### src/rtl/adder_pkg.sv
// Shared types and constants for the sequential 2-bit-slice adder.
// The controller walks the operands one SLICE_W-wide pair per cycle.
package adder_pkg;

  typedef enum logic [1:0] {
    IDLE = 2'd0,
    RUN  = 2'd1,
    DONE = 2'd2
  } state_t;

  localparam int SLICE_W = 2;

  // Slice index width; a single-slice operand still needs a 1-bit index.
  function automatic int idx_width(input int width);
    return (width / SLICE_W > 1) ? $clog2(width / SLICE_W) : 1;
  endfunction

endpackage

### src/rtl/adder2_slice.sv
// Combinational 2-bit ripple adder cell with the established
// a0, b0, a1, b1, c0 -> s1, s0, c2 port order.
module adder2_slice (
  input  logic a0,
  input  logic b0,
  input  logic a1,
  input  logic b1,
  input  logic c0,
  output logic s1,
  output logic s0,
  output logic c2
);

  logic w_c1;

  assign s0   = a0 ^ b0 ^ c0;
  assign w_c1 = (a0 & b0) | (a0 & c0) | (b0 & c0);
  assign s1   = a1 ^ b1 ^ w_c1;
  assign c2   = (a1 & b1) | (a1 & w_c1) | (b1 & w_c1);

endmodule

### src/rtl/adder2_seq_ctrl.sv
// WIDTH-bit adder built from one shared 2-bit slice, one pair per cycle,
// LSB pair first, with a registered carry chaining consecutive pairs.
module adder2_seq_ctrl
  import adder_pkg::*;
#(
  parameter int WIDTH = 8
) (
  input  logic             clk,
  input  logic             rst,
  input  logic             start,
  input  logic [WIDTH-1:0] a,
  input  logic [WIDTH-1:0] b,
  input  logic             cin,
  output logic             busy,
  output logic             done,
  output logic [WIDTH-1:0] sum,
  output logic             cout,
  output state_t           o_dbg_state
);

  localparam int HALF  = WIDTH / SLICE_W;
  localparam int IDX_W = idx_width(WIDTH);

  if (WIDTH < 2 || (WIDTH % 2) != 0) begin : g_bad_width
    $error("adder2_seq_ctrl: WIDTH must be even and >= 2");
  end

  // Handshake: start is accepted only in IDLE or DONE; done pulses for one
  // cycle with sum/cout valid, and sum/cout hold until the next accept.
  state_t               r_state;
  state_t               w_next_state;
  logic [WIDTH-1:0]     r_a;
  logic [WIDTH-1:0]     r_b;
  logic [WIDTH-1:0]     r_sum;
  logic                 r_cout;
  logic                 r_carry;
  logic [IDX_W-1:0]     r_idx;
  logic [SLICE_W-1:0]   w_a_pair;
  logic [SLICE_W-1:0]   w_b_pair;
  logic                 w_s0;
  logic                 w_s1;
  logic                 w_c2;
  logic                 w_last;
  logic                 w_accept;

  assign w_a_pair = SLICE_W'(r_a >> {r_idx, 1'b0});
  assign w_b_pair = SLICE_W'(r_b >> {r_idx, 1'b0});
  assign w_last   = (r_idx == IDX_W'(HALF - 1));
  assign w_accept = start && (r_state != RUN);

  adder2_slice u_slice (
    .a0 (w_a_pair[0]),
    .b0 (w_b_pair[0]),
    .a1 (w_a_pair[1]),
    .b1 (w_b_pair[1]),
    .c0 (r_carry),
    .s1 (w_s1),
    .s0 (w_s0),
    .c2 (w_c2)
  );

  always_comb begin
    w_next_state = r_state;
    busy         = 1'b0;
    done         = 1'b0;
    case (r_state)
      IDLE: begin
        if (start) w_next_state = RUN;
      end
      RUN: begin
        busy = 1'b1;
        if (w_last) w_next_state = DONE;
      end
      DONE: begin
        done         = 1'b1;
        w_next_state = start ? RUN : IDLE;
      end
      default: w_next_state = IDLE;
    endcase
  end

  always_ff @(posedge clk or posedge rst) begin
    if (rst) begin
      r_state <= IDLE;
      r_a     <= '0;
      r_b     <= '0;
      r_sum   <= '0;
      r_cout  <= 1'b0;
      r_carry <= 1'b0;
      r_idx   <= '0;
    end else begin
      r_state <= w_next_state;
      if (w_accept) begin
        r_a     <= a;
        r_b     <= b;
        r_carry <= cin;
        r_idx   <= '0;
        r_sum   <= '0;
        r_cout  <= 1'b0;
      end else if (r_state == RUN) begin
        r_sum[{r_idx, 1'b0} +: SLICE_W] <= {w_s1, w_s0};
        r_carry <= w_c2;
        // Index stays on the last pair so it never wraps within an operation.
        if (w_last) begin
          r_cout <= w_c2;
        end else begin
          r_idx <= r_idx + IDX_W'(1);
        end
      end
    end
  end

  assign sum         = r_sum;
  assign cout        = r_cout;
  assign o_dbg_state = r_state;

endmodule

### config.mk
export PLATFORM = sky130hd
export DESIGN_NAME = adder2_seq_ctrl
export DESIGN_NICKNAME = d
export VERILOG_FILES = /design/src/rtl/adder_pkg.sv /design/src/rtl/adder2_slice.sv /design/src/rtl/adder2_seq_ctrl.sv
export SDC_FILE = /design/constraint.sdc
export NUM_CORES = 1
export LEC_CHECK = 0
export ABC_AREA = 1
export BUFFER_PORTS_ARGS = -buffer_cell sky130_fd_sc_hd__buf_2
export CORE_AREA = 10 10 65 67
export CTS_CLUSTER_DIAMETER = 30
export DETAILED_ROUTE_END_ITERATION = 12
export DIE_AREA = 0 0 75 77
export GPL_TIMING_DRIVEN = 1
export PLACE_DENSITY = 0.76
export SKIP_CTS_REPAIR_TIMING = 1
export SKIP_LAST_GASP = 1
export SLEW_MARGIN = 20
export SYNTH_ARGS = -nofsm -noshare
export SYNTH_HDL_FRONTEND = slang
export SYNTH_SLANG_ARGS = --single-unit
### constraint.sdc
create_clock -name clk -period 2.6 [get_ports clk]
set_input_delay 0.52 -clock clk [delete_from_list [all_inputs] [get_ports clk]]
set_output_delay 0.52 -clock clk [all_outputs]
set_load 0.01 [all_outputs]
**After elaboration in Yosys (flattened, before gate mapping)**

Cells that the tools add are included.

- Flip-flop bits (word level): 30

- Add/sub/neg operators: 2
- Equality and inequality tests: 7
- Shifts and indexed selects: 4
- Multiplexer cells: 17
- Bitwise operators: 14
- Reductions and logical operators: 7

Operators by type and width:

| operator | count |
|---|---|
| $mux 8 | 2 |
| $shr 8x3->2 | 2 |
| $mux 2 | 5 |
| $bwmux 8 | 1 |
| $mux 1 | 8 |
| $shift 2x5->8 const A | 1 |
| $shiftx 2x5->8 | 1 |
| $and 1x1->1 | 6 |
| $pmux 2 s3 | 1 |
| $reduce_and 2->1 | 3 |
| $neg 3->5 | 1 |
| $eq 2x2->1 const B | 2 |
| $ne 2x1->1 const B | 2 |
| $ne 2x2->1 const B | 2 |
| $or 1x1->1 | 4 |
| $reduce_bool 2->1 | 2 |
| $xor 1x1->1 | 4 |
| $add 2x1->2 const B | 1 |
| $eq 2x1->1 const B | 1 |
| $logic_not 2->1 | 1 |
| $logic_and 1x1->1 | 1 |

**Depth between registers and ports, before layout**

- Depth after elaboration: 10
- Mapped depth: 10
- Gate-level depth less buffers: 10

**Modules after synthesis**

From an unflattened synthesis, not the netlist that was laid out.

- Cell total of the unflattened synthesis: 200
- Area, all modules: 1636.6 um2

Modules (own cells, without submodules):

| module | instances | cells an instance | area an instance (um2) | sequential area each (um2) |
|---|---|---|---|---|
| adder2_seq_ctrl | 1 | 190 | 1566.5 | 750.7 |
| adder2_slice | 1 | 10 | 70.1 | 0.0 |

**Worst setup path after synthesis**

No wires, ideal clock.

- Path kind: flip-flop to flip-flop
- From: register r_idx[0]
- To: register r_sum[7], in the netlist sum[7]
- Setup time: 65 ps
- Data arrival time: 2104 ps
- Setup slack: 431 ps
- Cell stages (with the launch flop): 11
- Buffers on the path: 1
- Cell sequence: dfrtp_1 inv_2 buf_6 o211ai_1 nand2_1 fa_1 fa_1 nand2_1 nor2_1 nand2_1 nand2_1

- Longest elaborated chain between the ends: 9

RTL lines:

| what | RTL line | source |
|---|---|---|
| from (decl) | adder2_seq_ctrl.sv:37 | `logic [IDX_W-1:0] r_idx;` |
| from (signal assigned) | adder2_seq_ctrl.sv:107 | `r_idx <= r_idx + IDX_W'(1);` |
| $shr 8x3->2, on equally long branches | adder2_seq_ctrl.sv:46, adder2_seq_ctrl.sv:47 |  |
| $and 1x1->1 | adder2_slice.sv:17 | `assign w_c1 = (a0 & b0) \| (a0 & c0) \| (b0 & c0);` |
| $or 1x1->1 (2 in a row) | adder2_slice.sv:17 |  |
| $xor 1x1->1 | adder2_slice.sv:18 | `assign s1 = a1 ^ b1 ^ w_c1;` |
| $shiftx 2x5->8 | adder2_seq_ctrl.sv:101 | `r_sum[{r_idx, 1'b0} +: SLICE_W] <= {w_s1, w_s0};` |
| $bwmux 8 (*) | adder2_seq_ctrl.sv:101 |  |
| $mux 8 (*) | adder2_seq_ctrl.sv:100 | `end else if (r_state == RUN) begin` |
| $mux 8 (*) | adder2_seq_ctrl.sv:93 | `if (w_accept) begin` |
| to (signal, indexed assignment) | adder2_seq_ctrl.sv:101 |  |
| to (decl) | adder2_seq_ctrl.sv:34 | `logic [WIDTH-1:0] r_sum;` |

Mark *: on every way between the ends. The rest lies on a longest branch, timed or not. The select of a mux whose other input is x is not followed.
A chain may end at the register's enable or synchronous reset.

**Final worst setup path**

- From: register r_idx[0]
- To: register r_sum[3], in the netlist sum[3]

The elaborated chain is that of the path after synthesis.

==> results.toml <==
[drt]
drc = 0
post_drt_wl_per_cell_um = 12.55
drt_iter0_markers = 58
drt_first_pass_iters = 4
wl_um = 3214
vias = 1295
drtAntennaViolNets = 0
avgViaCountPerCell = 5.059

[clock_tree]
tritoncts = "done"
numClockSinks = 30
cts_root_buf = "clkbuf_4"
cts_buffer_depth = 2
clk_latency_ns = 0.33
clk_pin_slew_ns = 0.09
cts_buffers = 5
htree_levels = 2

[timing]
clock_skew_ns = 0.002218
rsz0062_at_grt = "false"
slew_headroom_pct = 74.02
max_freq_mhz = 422.3
worstMarginPinSlew_ns = 0.3896
hold_viol_final = 0
maxSlewViolCount = 0
finalSetupViolCount = 0
finalSetupTns_ns = 0
period_share_pct = 91.09
fin_crit_ns = 2.368

[global_routing]
grt_busiest_layer = "met2"
grt_pass1_wl_um = 5354
grtUsageMet2_pct = 18.11
grt_max_degree = 31
grt-ovfl-total = 0
met3_usage_pct = 3.861
grt_pass1_vias = 1248
grt_util_met1_pct = 13.92
grt_use_total_pct = 11.81
antenna_found_initial = 0

[setup_path]
r2r_end = "sum[3]"
startpoint_type = "flip-flop"
path_class = "flip-flop to flip-flop"
startpoint = "r_idx[0]"
critPathCapture = "sum[3]"
rrSetupSlack_ns = 0.23
worst_ep_arrival_time_ns = 2.65
endpoint_kind = "flip-flop"
path_max_fanout = 18
worstPathRequired_ns = 2.88
rr_startpoint = "r_idx[0]"
reg2reg_depth = 9

[finish]
area_growth_pct = 15.17
drive_gt1_share_pct = 20.63
multi_input_area_sq_um = 668.1
finalNetCount = 248
fillers = 277
diodes = 0
regArea_sq_um = 750.7

[min_path]
hold_class = "input port to async pin"

[logic_synthesis]
netlist.area_leader.share_pct = 48.94
ys_top_cells_by_area = "dfrtp_1, nand2_1, nand3_1"
netlist_area_sq_um = 1534
ys_top_cells_by_count = "nand2_1, nand3_1, dfrtp_1"
synth_xor_area_share_pct = 0
synthDistinctLibCells = 17
yosys.area_share.simple_pct = 33.93
netlist_instances = 189
synth_top_cell_by_area = "dfrtp_1"
synthAdderAreaFrac_pct = 5.873
synth_edf_count = 0
seq_area_frac_synth_pct = 48.94
synth_flop_cell = "dfrtp_1"
yosys_warnings = 0
synth_mux_area_share_pct = 0
synth_top_family_by_area = "simple AND/OR/NAND/NOR gates"
synth.avg_cell_area_sq_um = 8.116
synth_compound_area_share_pct = 3.752
synth-async-reset-ratio_pct = 100.0
ys_ff_latch = 30
yosysMostFrequentCell = "nand2_1"
synth_nets = 215

[die]
coreArea_sq_um = 2978
dieArea_sq_um = 5775
rows = 20
initial_utilization_pct = 51.51
num_io_pins = 33
die_h_um = 77
die_w_um = 75

[power_and_ir_drop]
leakage_nw = 1.034
powerDensity_nw_per_um2 = 1250
peakVddDrop_v = 0.0006120
p_total_mw = 2.208

[placed_design]
gp_congestion = 0.8523
dp.final_hpwl_um = 2430
portBuffers = 32

[outcome]
status = "finished, final reports clean"

[job]
maxCapViolCount = 0
[critical path, cell delays in order, from the launching register on]
cell,delay [ns]
dfrtp_1,0.53
inv_2,0.20
o21ai_0,0.20
nand2_1,0.09
fa_1,0.41
fa_1,0.52
nand2_1,0.08
nor2_1,0.14
nand2_1,0.08
nand2_1,0.06
[sequential cells by signal, summed over array words and instances (netlist names)]
signal and flops:
r_idx 2, r_a 8, r_b 8, o_dbg_state 2, sum 8, r_carry 1
cout 1
[kinds of logic after synthesis]
| family | count (synthesis) |
|---|---|
| compound gates | 9 |
| fa+ha+maj | 6 |
| buf+inv | 23 |
| flops | 30 |
| simple gates | 121 |
[cells in the final DEF, fill, tap and decap left out, drive strengths merged]
master  instances
inv            15
nand3          35
o21ai           4
nand4           2
ha              4
clkinv          1
nand2          68
clkbuf          8
dfrtp          30
nor2           16
buf            33
o211ai          5
fa              2
[stage by stage]
step / util, % / setup WS [ns] / hold WS (ns) / instance area (sq um) / cells
6_report: 59.33 / 0.2317 / 0.2415 / 1767 / 256
5_1_grt: 59.33 / 0.05847 / 0.2758 / 1767 / 256
4_1_cts: 59.33 / 0.2461 / 0.2478 / 1767 / 256
3_5_place_dp: 56.68 / 0.2733 / 0.4585 / 1688 / 248
2_1_floorplan: - / 0.4305 / 0.4367 / 1534 / 189
3_3_place_gp: 56.68 / 0.3303 / 0.4574 / 1688 / 248
[layer usage]
| metal | part of all wire, % | wire, um |
|---|---|---|
| met2 | 45 | 1455 |
| met5 | 0 | 0 |
| met3 | 6.3 | 204 |
| met1 | 46 | 1483 |
| met4 | 2.2 | 71 |
[worst min-delay path by stage]
stage                  end  cells after the start
floorplan           r_a[6]                      2
CTS                 r_a[1]                      3
detailed placement  r_a[7]                      2
finish              sum[5]                      3
global route        sum[0]                      3
global placement    r_a[1]                      2
[where the power goes]
part	switching, mW	internal [mW]	leakage (nW)
Sequential	0.151	0.661	0.384
Combinational	0.670	0.386	0.606
Clock	0.156	0.185	0.0446
Total	0.977	1.23	1.03
[layout make-up]
type	count	area share (%)
multi-input cells	136	37.82
inverters	16	3.399
well taps	33	2.337
clock buffers	8	4.462
repair buffers	33	9.490
flip-flops and latches	30	42.49
No activity file was read; power rests on OpenSTA's default activity.
